--- src/rtl/fifo_sync_flags_pkg.sv ---
// Shared types and helpers for the fifo_sync_flags block.
// Pointer/level width helpers and the wrap-around pointer increment.
// Holds no logic of its own; it is imported by the interface, the top and the bench.
package fifo_sync_flags_pkg;

    // Default geometry, used as the interface and top parameter defaults
    localparam int DEF_DATA_WIDTH = 8;
    localparam int DEF_DEPTH      = 16;
    localparam int DEF_AF_LEVEL   = 12;
    localparam int DEF_AE_LEVEL   = 4;

    // Accepted operation for one cycle, encoded as {push, pop}
    typedef enum logic [1:0] {
        OP_IDLE = 2'b00,
        OP_POP  = 2'b01,
        OP_PUSH = 2'b10,
        OP_BOTH = 2'b11
    } op_e;

    // Pointer width. A depth of 1 still needs one bit.
    function automatic int ptr_w(input int depth);
        return (depth <= 1) ? 1 : $clog2(depth);
    endfunction

    // Level width. The level must be able to hold DEPTH itself.
    function automatic int lvl_w(input int depth);
        return $clog2(depth + 1);
    endfunction

    // Increments a pointer with an explicit DEPTH-1 -> 0 wrap, so that
    // non-power-of-two depths never address a slot that does not exist.
    function automatic int ptr_next(input int ptr, input int depth);
        return (ptr >= depth - 1) ? 0 : ptr + 1;
    endfunction

endpackage

--- src/rtl/fifo_sync_flags_if.sv ---
// Handshake and status bundle between a byte producer/consumer and fifo_sync_flags.
// master: the client that drives the requests. slave: the FIFO itself.
// The parameters must match those of the fifo_sync_flags instance it connects to.
interface fifo_sync_flags_if
    import fifo_sync_flags_pkg::*;
#(
    parameter int DATA_WIDTH = DEF_DATA_WIDTH,
    parameter int DEPTH      = DEF_DEPTH
);
    localparam int LVL_W = lvl_w(DEPTH);

    // Control from the client
    logic                  flush;
    logic                  clear_err;
    logic                  write_en;
    logic [DATA_WIDTH-1:0] data_in;
    logic                  read_en;

    // Data and status from the FIFO
    logic [DATA_WIDTH-1:0] data_out;
    logic                  full;
    logic                  empty;
    logic                  almost_full;
    logic                  almost_empty;
    logic [LVL_W-1:0]      level;
    logic                  overflow;
    logic                  underflow;

    modport master (
        output flush, clear_err, write_en, data_in, read_en,
        input  data_out, full, empty, almost_full, almost_empty, level,
               overflow, underflow
    );

    modport slave (
        input  flush, clear_err, write_en, data_in, read_en,
        output data_out, full, empty, almost_full, almost_empty, level,
               overflow, underflow
    );

endinterface

--- src/rtl/fifo_sync_flags_strobe_qual.sv ---
// Rising-edge qualifier: o_strobe is high for one cycle per low->high change of i_level.
// Latency: combinational against a one-cycle history register.
// Backpressure: none; a level held high yields one strobe. History resets to 1, so a level high through reset is ignored.
module fifo_sync_flags_strobe_qual (
    input  logic i_clock,
    input  logic i_reset,
    input  logic i_level,
    output logic o_strobe
);

    logic r_prev;

    // Previous sample of the level; reset to 1 so no edge is seen coming out of reset
    always_ff @(posedge i_clock) begin
        if (i_reset) begin
            r_prev <= 1'b1;
        end else begin
            r_prev <= i_level;
        end
    end

    assign o_strobe = i_level & ~r_prev;

endmodule

--- src/rtl/fifo_sync_flags.sv ---
// Single-clock show-ahead FIFO with level, almost flags, flush and sticky overflow/underflow.
// Latency: head visible with 0 latency, a write is readable 1 cycle later, flags follow the registered level.
// Backpressure: writes when full / reads when empty are dropped and raise a sticky error. Define FIFO_STROBE_EDGE_EN to use edge strobes.
module fifo_sync_flags
    import fifo_sync_flags_pkg::*;
#(
    parameter int DATA_WIDTH = DEF_DATA_WIDTH,
    parameter int DEPTH      = DEF_DEPTH,
    parameter int AF_LEVEL   = DEF_AF_LEVEL,
    parameter int AE_LEVEL   = DEF_AE_LEVEL
) (
    input  logic              i_clock,
    input  logic              i_reset,
    fifo_sync_flags_if.slave  io_fifo
);

    localparam int PTR_W = ptr_w(DEPTH);
    localparam int LVL_W = lvl_w(DEPTH);

    localparam logic [LVL_W-1:0] LVL_FULL = LVL_W'(DEPTH);
    localparam logic [LVL_W-1:0] LVL_AF   = LVL_W'(AF_LEVEL);
    localparam logic [LVL_W-1:0] LVL_AE   = LVL_W'(AE_LEVEL);
    localparam logic [LVL_W-1:0] LVL_ONE  = LVL_W'(1);

    // Storage: plain array with asynchronous read so it maps to distributed RAM
    logic [DATA_WIDTH-1:0] r_mem [DEPTH];

    logic [PTR_W-1:0] r_wr_ptr;
    logic [PTR_W-1:0] r_rd_ptr;
    logic [LVL_W-1:0] r_level;
    logic             r_overflow;
    logic             r_underflow;

    logic w_wr_req;
    logic w_rd_req;
    logic w_full;
    logic w_empty;
    logic w_wr_ok;
    logic w_rd_ok;
    logic w_ovf_evt;
    logic w_unf_evt;
    op_e  w_op;

    // Pointer increment with explicit wrap at DEPTH-1
    function automatic logic [PTR_W-1:0] inc_ptr(input logic [PTR_W-1:0] p);
        return PTR_W'(ptr_next(32'(p), DEPTH));
    endfunction

`ifdef FIFO_STROBE_EDGE_EN
    // Edge mode: each enable must go low and high again to request another operation
    fifo_sync_flags_strobe_qual u_wr_qual (
        .i_clock  (i_clock),
        .i_reset  (i_reset),
        .i_level  (io_fifo.write_en),
        .o_strobe (w_wr_req)
    );

    fifo_sync_flags_strobe_qual u_rd_qual (
        .i_clock  (i_clock),
        .i_reset  (i_reset),
        .i_level  (io_fifo.read_en),
        .o_strobe (w_rd_req)
    );
`else
    // Level mode: one operation per clock while the enable is high
    assign w_wr_req = io_fifo.write_en;
    assign w_rd_req = io_fifo.read_en;
`endif

    // Acceptance is decided on this cycle's registered level only, so a full
    // FIFO rejects a write even when a read frees a slot in the same cycle,
    // and an empty FIFO rejects a read even when a write arrives alongside it.
    assign w_full    = (r_level == LVL_FULL);
    assign w_empty   = (r_level == '0);
    assign w_wr_ok   = w_wr_req & ~w_full;
    assign w_rd_ok   = w_rd_req & ~w_empty;
    assign w_op      = op_e'({w_wr_ok, w_rd_ok});

    // A flush swallows that cycle's requests, including their error events
    assign w_ovf_evt = w_wr_req & w_full  & ~io_fifo.flush;
    assign w_unf_evt = w_rd_req & w_empty & ~io_fifo.flush;

    // Storage write: contents are deliberately left alone by reset and flush
    always_ff @(posedge i_clock) begin
        if (!i_reset && !io_fifo.flush && w_wr_ok) begin
            r_mem[r_wr_ptr] <= io_fifo.data_in;
        end
    end

    // Pointers and level: reset, then flush, then the accepted operation
    always_ff @(posedge i_clock) begin
        if (i_reset) begin
            r_wr_ptr <= '0;
            r_rd_ptr <= '0;
            r_level  <= '0;
        end else if (io_fifo.flush) begin
            r_wr_ptr <= '0;
            r_rd_ptr <= '0;
            r_level  <= '0;
        end else begin
            case (w_op)
                OP_PUSH: begin
                    r_wr_ptr <= inc_ptr(r_wr_ptr);
                    r_level  <= r_level + LVL_ONE;
                end
                OP_POP: begin
                    r_rd_ptr <= inc_ptr(r_rd_ptr);
                    r_level  <= r_level - LVL_ONE;
                end
                OP_BOTH: begin
                    r_wr_ptr <= inc_ptr(r_wr_ptr);
                    r_rd_ptr <= inc_ptr(r_rd_ptr);
                end
                default: begin
                end
            endcase
        end
    end

    // Sticky errors: clear_err drops them, but a new event in the same cycle keeps the flag set
    always_ff @(posedge i_clock) begin
        if (i_reset) begin
            r_overflow  <= 1'b0;
            r_underflow <= 1'b0;
        end else begin
            r_overflow  <= (r_overflow  & ~io_fifo.clear_err) | w_ovf_evt;
            r_underflow <= (r_underflow & ~io_fifo.clear_err) | w_unf_evt;
        end
    end

    // Show-ahead head entry and level-derived status
    assign io_fifo.data_out     = r_mem[r_rd_ptr];
    assign io_fifo.full         = w_full;
    assign io_fifo.empty        = w_empty;
    assign io_fifo.almost_full  = (r_level >= LVL_AF);
    assign io_fifo.almost_empty = (r_level <= LVL_AE);
    assign io_fifo.level        = r_level;
    assign io_fifo.overflow     = r_overflow;
    assign io_fifo.underflow    = r_underflow;

endmodule

--- src/flat_wrapper.sv ---
// flat-port wrapper written by rule: the top's interface ports become plain ports
module fifo_sync_flags_flat import fifo_sync_flags_pkg::*;
#(
    parameter int DATA_WIDTH = DEF_DATA_WIDTH,
    parameter int DEPTH      = DEF_DEPTH,
    parameter int AF_LEVEL   = DEF_AF_LEVEL,
    parameter int AE_LEVEL   = DEF_AE_LEVEL
)
  (i_clock, i_reset, io_fifo_flush, io_fifo_clear_err, io_fifo_write_en, io_fifo_data_in, io_fifo_read_en, io_fifo_data_out, io_fifo_full, io_fifo_empty, io_fifo_almost_full, io_fifo_almost_empty, io_fifo_level, io_fifo_overflow, io_fifo_underflow);
  fifo_sync_flags_if #(.DATA_WIDTH(DATA_WIDTH), .DEPTH(DEPTH)) io_fifo_i ();
  input  logic i_clock;
  input  logic i_reset;
  input wire logic [$bits(io_fifo_i.flush)-1:0] io_fifo_flush;
  input wire logic [$bits(io_fifo_i.clear_err)-1:0] io_fifo_clear_err;
  input wire logic [$bits(io_fifo_i.write_en)-1:0] io_fifo_write_en;
  input wire logic [$bits(io_fifo_i.data_in)-1:0] io_fifo_data_in;
  input wire logic [$bits(io_fifo_i.read_en)-1:0] io_fifo_read_en;
  output wire logic [$bits(io_fifo_i.data_out)-1:0] io_fifo_data_out;
  output wire logic [$bits(io_fifo_i.full)-1:0] io_fifo_full;
  output wire logic [$bits(io_fifo_i.empty)-1:0] io_fifo_empty;
  output wire logic [$bits(io_fifo_i.almost_full)-1:0] io_fifo_almost_full;
  output wire logic [$bits(io_fifo_i.almost_empty)-1:0] io_fifo_almost_empty;
  output wire logic [$bits(io_fifo_i.level)-1:0] io_fifo_level;
  output wire logic [$bits(io_fifo_i.overflow)-1:0] io_fifo_overflow;
  output wire logic [$bits(io_fifo_i.underflow)-1:0] io_fifo_underflow;
  assign io_fifo_i.flush = io_fifo_flush;
  assign io_fifo_i.clear_err = io_fifo_clear_err;
  assign io_fifo_i.write_en = io_fifo_write_en;
  assign io_fifo_i.data_in = io_fifo_data_in;
  assign io_fifo_i.read_en = io_fifo_read_en;
  assign io_fifo_data_out = io_fifo_i.data_out;
  assign io_fifo_full = io_fifo_i.full;
  assign io_fifo_empty = io_fifo_i.empty;
  assign io_fifo_almost_full = io_fifo_i.almost_full;
  assign io_fifo_almost_empty = io_fifo_i.almost_empty;
  assign io_fifo_level = io_fifo_i.level;
  assign io_fifo_overflow = io_fifo_i.overflow;
  assign io_fifo_underflow = io_fifo_i.underflow;
  fifo_sync_flags #(.DATA_WIDTH(DATA_WIDTH), .DEPTH(DEPTH), .AF_LEVEL(AF_LEVEL), .AE_LEVEL(AE_LEVEL)) u_core (.i_clock(i_clock), .i_reset(i_reset), .io_fifo(io_fifo_i));
endmodule
--- config.mk ---
export PLATFORM = sky130hd
export DESIGN_NAME = fifo_sync_flags_flat
export DESIGN_NICKNAME = d
export VERILOG_FILES = /design/src/rtl/fifo_sync_flags_pkg.sv /design/src/rtl/fifo_sync_flags_if.sv /design/src/rtl/fifo_sync_flags_strobe_qual.sv /design/src/rtl/fifo_sync_flags.sv /design/src/flat_wrapper.sv
export SDC_FILE = /design/constraint.sdc
export NUM_CORES = 1
export LEC_CHECK = 0
export BUFFER_PORTS_ARGS = -buffer_cell sky130_fd_sc_hd__buf_2
export CAP_MARGIN = 10
export CORE_ASPECT_RATIO = 0.8
export CORE_MARGIN = 4
export CORE_UTILIZATION = 50
export DETAILED_ROUTE_END_ITERATION = 10
export GPL_TIMING_DRIVEN = 0
export PLACE_DENSITY = 0.74
export SYNTH_ARGS = -nofsm -noshare
export SYNTH_HDL_FRONTEND = slang
export SYNTH_SLANG_ARGS = --single-unit
export TNS_END_PERCENT = 1
--- constraint.sdc ---
create_clock -name i_clock -period 2.5 [get_ports i_clock]
set_input_delay 0.5 -clock i_clock [delete_from_list [all_inputs] [get_ports i_clock]]
set_output_delay 0.5 -clock i_clock [all_outputs]
set_load 0.05 [all_outputs]
Word-level counts from Yosys, hierarchy flattened. Memories as Yosys holds them, arrays and structs flattened. A register that Yosys moved wholly into a read port is not among the register bits. Cells that the tools add are included.

$add $sub $neg: 4. $mul: 0. Divide/modulo/power cells: 0. $lt $le $gt $ge: 4. Equal/unequal tests: 4. Shift operators: 0. Mux-type cells: 7. Bitwise logic cells: 14. Reduce and logical (&&, ||, !) cells: 9.

Operator list (number): $mux 4 (4); $pmux 5 s2 (1); $add 4x1->4 const B (2); $and 1x1->1 (8); $ge 4x4->1 const B (2); $reduce_or 2->1 (3); $add 5x1->5 const B (1); $eq 5x5->1 const B (1); $ge 5x4->1 const B (1); $le 5x3->1 const B (1); $logic_not 5->1 (1); $sub 5x1->5 const B (1); $eq 2x2->1 const B (2); $not 1->1 (4); $eq 2x1->1 const B (1); $logic_and 1x1->1 (2); $logic_not 1->1 (2); $mux 1 (2); $or 1x1->1 (2); $reduce_bool 2->1 (1).

Register bits after elaboration: 15. Latch bits: 0. Bits in writable memories: 128. Bits in read-only memories: 0. Bits of input ports: 14. Output and inout port bits: 19. Logic and storage cells: 48. Memories kept: 1.

Memories: u_core.r_mem (words 16, bits a word 8, read ports 1, clocked after Yosys merged registers in 1, wr ports 1, line fifo_sync_flags.sv:26) `logic [DATA_WIDTH-1:0] r_mem [DEPTH];`.

Depth between registers and ports, before layout.
Depth after elaboration: 7. Depth in mapped cells: 12. Mapped depth without buffers: 10.

Worst setup path before layout. No wires, ideal clock.

Path type: register -> register. Start: register u_core.r_level[1], in the netlist u_core.io_fifo.level[1]. End: register u_core.r_level[2], in the netlist u_core.io_fifo.level[2]. Setup time: 71 ps. Data arrival time: 2905 ps. Required time: 2429 ps. Setup slack: -476 ps. Cell stages (with the launch flop): 13. Buffers on the path: 2. Period minus slack after synthesis: 2976 ps. Path through: dfxtp_1 > buf_6 > or4_4 > o21ai_4 > inv_2 > ha_1 > buf_2 > xor2_1 > ha_1 > a21o_2 > xnor2_1 > or3_1 > a21oi_1.

Longest elaborated chain between the ends: 5. Elaborated cells on any way between the ends: 12. Those cells by class: add/sub (2); eq/ne (3); mux (1); bitwise (4); reduce/logical (2).

Ends and longest elaborated chain: start, declared (line fifo_sync_flags.sv:30) `logic [LVL_W-1:0] r_level;`; start signal, assigned (line fifo_sync_flags.sv:104) `r_level <= r_level + LVL_ONE;`; start signal, assigned (line fifo_sync_flags.sv:108) `r_level <= r_level - LVL_ONE;`; $eq 5x5->1 or $logic_not 5->1 (tied branches) (line fifo_sync_flags.sv:73, fifo_sync_flags.sv:74); $not 1->1, on equally long branches (line fifo_sync_flags.sv:75, fifo_sync_flags.sv:76); $and 1x1->1, on equally long branches (line fifo_sync_flags.sv:75, fifo_sync_flags.sv:76); $eq 2x1->1 or $eq 2x2->1 (tied branches) (line fifo_sync_flags.sv:101) `case (w_op)`; $pmux 5 s2 or $reduce_bool 2->1 (tied branches).

Several ways; a longest one is shown, not always the timed one. A chain may end at the register's enable or synchronous reset.

Final worst setup path. Same ends and word-level chain as after synthesis.

==> flow_summary_export.csv <==
group,metric,value,unit
outcome,status,"finished with violations",
outcome,violations,"negative setup slack",
yosys,yosysTopAreaCell,"edfxtp_1",
clocking,cts_buffer_depth,2,
drt,totalWireLength,12600,µm
yosys,synth_seq_cells,147,
global_routing,antenna_found_initial,2,
cells_and_area,postLayoutCellArea,0.00740,mm²
cells_and_area,multiInputGateArea,0.00178,mm²
die,num_io_pins,33,
critical_path,startpoint_type,"flop",
power_and_ir_drop,leakage,2.51,nW
cells_and_area,n_fill_cell,786,
timing,finalCritPeriodShare,1.07,
cells_and_area,drive_gt1_frac,0.379,
cells_and_area,regArea,0.00423,mm²
critical_path,slowest_delay,0.55,ns
placed_design,place.gp.congestion,0.775,
clocking,clkLatencyLatePin,0.41,ns
yosys,synthCells,343,
timing,hold_viol,0,
clocking,numCtsBuffers,17,
global_routing,track_usage,0.191,
yosys,synthFlopType,"edfxtp_1",
global_routing,use_met1,0.278,
die,rows,35,
job,cap_violations,0,
critical_path,worst-setup-path-type,"reg -> reg",
timing,fin_ws,-0.169,ns
timing,max_clock_freq,0.375,GHz
drt,drtAntennaViolNets,0,
global_routing,grt_pass1_vias,3346,
power_and_ir_drop,power_density,751,mW/mm²
critical_path,cp-end-kind,"flop",
die,coreArea,0.0116,mm²
clocking,tritoncts,"done",
die,die_x,131,µm
drt,dr_total_vias,3401,
timing,tightest_slew,0.994,ns
timing,clock_skew,0.00711,ns
cells_and_area,area_growth,23.3,%
global_routing,grt_util_met2,0.274,
yosys,synth_edf_count,128,
worst_hold_path,min_path_type,"in -> reg",
drt,post_drt_wl_per_cell,21.8,µm
critical_path,arrival,3.01,ns
yosys,ys_seq_area_frac,0.704,
critical_path,cp_max_fo,6,
power_and_ir_drop,ir_worst_vdd,505,µV
timing,setup_viol,10,
yosys,netlist.area_leader.share,0.640,
yosys,yosysWarnings,0,
placed_design,io_buffers,32,
clocking,h-tree-depth,4,
cells_and_area,antenna_cells,0,
drt,drc,0,
yosys,syn_area,0.00600,mm²
global_routing,met3_usage,0.0663,
yosys,avgSynthCellArea,17.5,µm²
drt,viasPerCell,5.90,
timing,max-slew-margin-rel,0.335,
yosys,synth_fp_nets,368,
drt,drt-initial-drc-count,331,
yosys,async_reset_ff_frac,0,
placed_design,placed_cell_area,0.00639,mm²
timing,drv_slew,0,
die,die_h,106,µm
die,start_util,0.515,
timing,fin_crit,2.67,ns
timing,rsz0062_at_grt,"true",
clocking,path_clk_slew,0.06,ns
die,die_area,0.0138,mm²
clocking,cts.sinks,147,
global_routing,grt_max_degree,17,
timing,fin_hold_ws,0.278,ns
drt,drt-pass1-iter-count,5,
critical_path,crit_path_top_delay_cell,"or4_4",
yosys,synth.top_cells.by_area,"edfxtp_1 64%, mux4_2 12%, dfxtp_1 6.3%, ha_1 2.3%, a22oi_1 2.0%",
critical_path,crit_chain,"or4_4 -> o21ai_4 -> inv_4 -> ha_4 -> buf_6 -> xor2_2 -> ha_2 -> a21o_4 -> xnor2_2 -> or3_1 -> a21oi_2",
critical_path,worst_ep_required_time,2.84,ns
global_routing,grt_overflow,0,
cells_and_area,fin_nets,440,
clocking,cts_root_buf,"clkbuf_16",
global_routing,grt_pass1_wl,19100,µm
global_routing,grt_most_used_layer,"met1",
placed_design,hpwl,8010,µm
yosys,ys_types,52,
==> synth_stat cells, types with 2 or more instances <==
library cell / instances
inv_1: 4
nor3_1: 5
buf_1: 4
nand2_1: 14
a22oi_1: 16
a21o_2: 2
nor2b_1: 2
and2_1: 4
nand3b_1: 2
nor4_1: 2
buf_2: 5
xor2_1: 4
mux4_2: 32
buf_6: 3
nand4b_1: 2
dfxtp_1: 19
o21ai_0: 7
or4_1: 2
nand2b_1: 5
nor2_1: 20
a21oi_1: 10
clkbuf_1: 6
nand3_1: 7
ha_1: 11
edfxtp_1: 128
==> layer usage <==
metal | wire length, µm | up-vias
met1 | 5720 | 1736
met5 | 28 | -
li1 | - | 1525
met2 | 5930 | 116
met4 | 137 | 4
met3 | 756 | 20
==> path summary, 6_finish.rpt <==
path	endpoint	depth (start not counted)	startpoint	slack, ns
max reg2reg	u_core.io_fifo.level[2]$_SDFFE_PP0P_	11	u_core.io_fifo.level[1]$_SDFFE_PP0P_	-0.17
min reg2reg	u_core.io_fifo.overflow$_SDFF_PP0_	2	u_core.io_fifo.overflow$_SDFF_PP0_	0.47
max	u_core.io_fifo.level[2]$_SDFFE_PP0P_	11	u_core.io_fifo.level[1]$_SDFFE_PP0P_	-0.17
min	u_core.io_fifo.overflow$_SDFF_PP0_	2	i_reset	0.28
==> state kept, by name, indices dropped and copies added (netlist names), named ones only <==
| name | count |
|---|---|
| u_core.r_mem | 128 |
| u_core.io_fifo.level | 5 |
| u_core.r_rd_ptr | 4 |
| u_core.r_wr_ptr | 4 |
| u_core.io_fifo.overflow | 1 |
| u_core.io_fifo.underflow | 1 |
==> metrics by stage <==
step	worst slack (ns)	instances	power (mW)	util	setup TNS, ns
finish	-0.169	576	5.55	0.635	-0.802
global route	-0.240	576	5.73	0.635	-1.62
CTS	-0.131	566	5.56	0.622	-0.948
detailed placement	-0.323	526	2.97	0.549	-1.58
global placement	-0.402	523	2.96	0.547	-13.04
floorplan	-0.264	343	2.89	-	-0.429
==> worst max-delay path: cells and delay by family (launching register included) <==
| family | cells | cell delay, ns |
|---|---|---|
| adders and majority gates | 2 | 0.35 |
| and+or+nand+nor | 2 | 0.91 |
| AOI/OAI and AO/OA | 3 | 0.50 |
| DFF | 1 | 0.37 |
| xor gates and xnor gates | 2 | 0.26 |
| buffers and inverters | 2 | 0.18 |
==> report_power, final <==
part           internal (mW)  switching, mW  total, mW  leakage, nW
Sequential              2.68         0.0106       2.69         1.31
Clock                   1.65          0.935       2.58        0.287
Combinational          0.113          0.171      0.284        0.921
==> area by class of cell <==
cell class / instances / area share
sequential: 147 / 0.572
multi-input combinational: 172 / 0.241
clock buffer: 19 / 0.0585
timing repair buffer: 54 / 0.0582
tap: 148 / 0.0250
clock inverter: 13 / 0.0223
buffer: 18 / 0.0200
inverter: 5 / 0.00287
==> cells by family after synthesis <==
family                   Yosys count  share of synthesized area
AO/OA/AOI/OAI                     48                     0.0563
XOR/XNOR                           5                    0.00729
adder cells (fa/ha/maj)           11                     0.0229
buffers and inverters             24                     0.0204
flip-flops                       147                      0.704
multiplexers                      33                      0.122
AND/OR/NAND/NOR                   75                     0.0677
==> cell usage in the layout, fill, tap and decap left out, types with 5 or more instances in the layout <==
cell | synthesis | final
edfxtp_1 | 128 | 128
mux4_2 | 32 | 32
buf_2 | 5 | 31
nor2_1 | 20 | 20
clkbuf_16 | 0 | 17
buf_4 | 1 | 15
dfxtp_1 | 19 | 15
a22oi_2 | 0 | 12
nand2_1 | 14 | 10
buf_6 | 3 | 9
a21oi_1 | 10 | 9
ha_1 | 11 | 9
clkbuf_1 | 6 | 7
nand3_1 | 7 | 7
o21ai_0 | 7 | 6
buf_12 | 0 | 5
nand2b_1 | 5 | 5
==> repair_timing <==
| item | in CTS | in global routing |
|---|---|---|
| setup buffers | 7 | 10 |
| hold buffers | 0 | 0 |
| resized for setup | 43 | 18 |
| pin swaps | 13 | 17 |
| gates cloned | 2 | 0 |
| endpoints found under the setup margin | 11 | 40 |
Power figures use the tool's default switching activity.
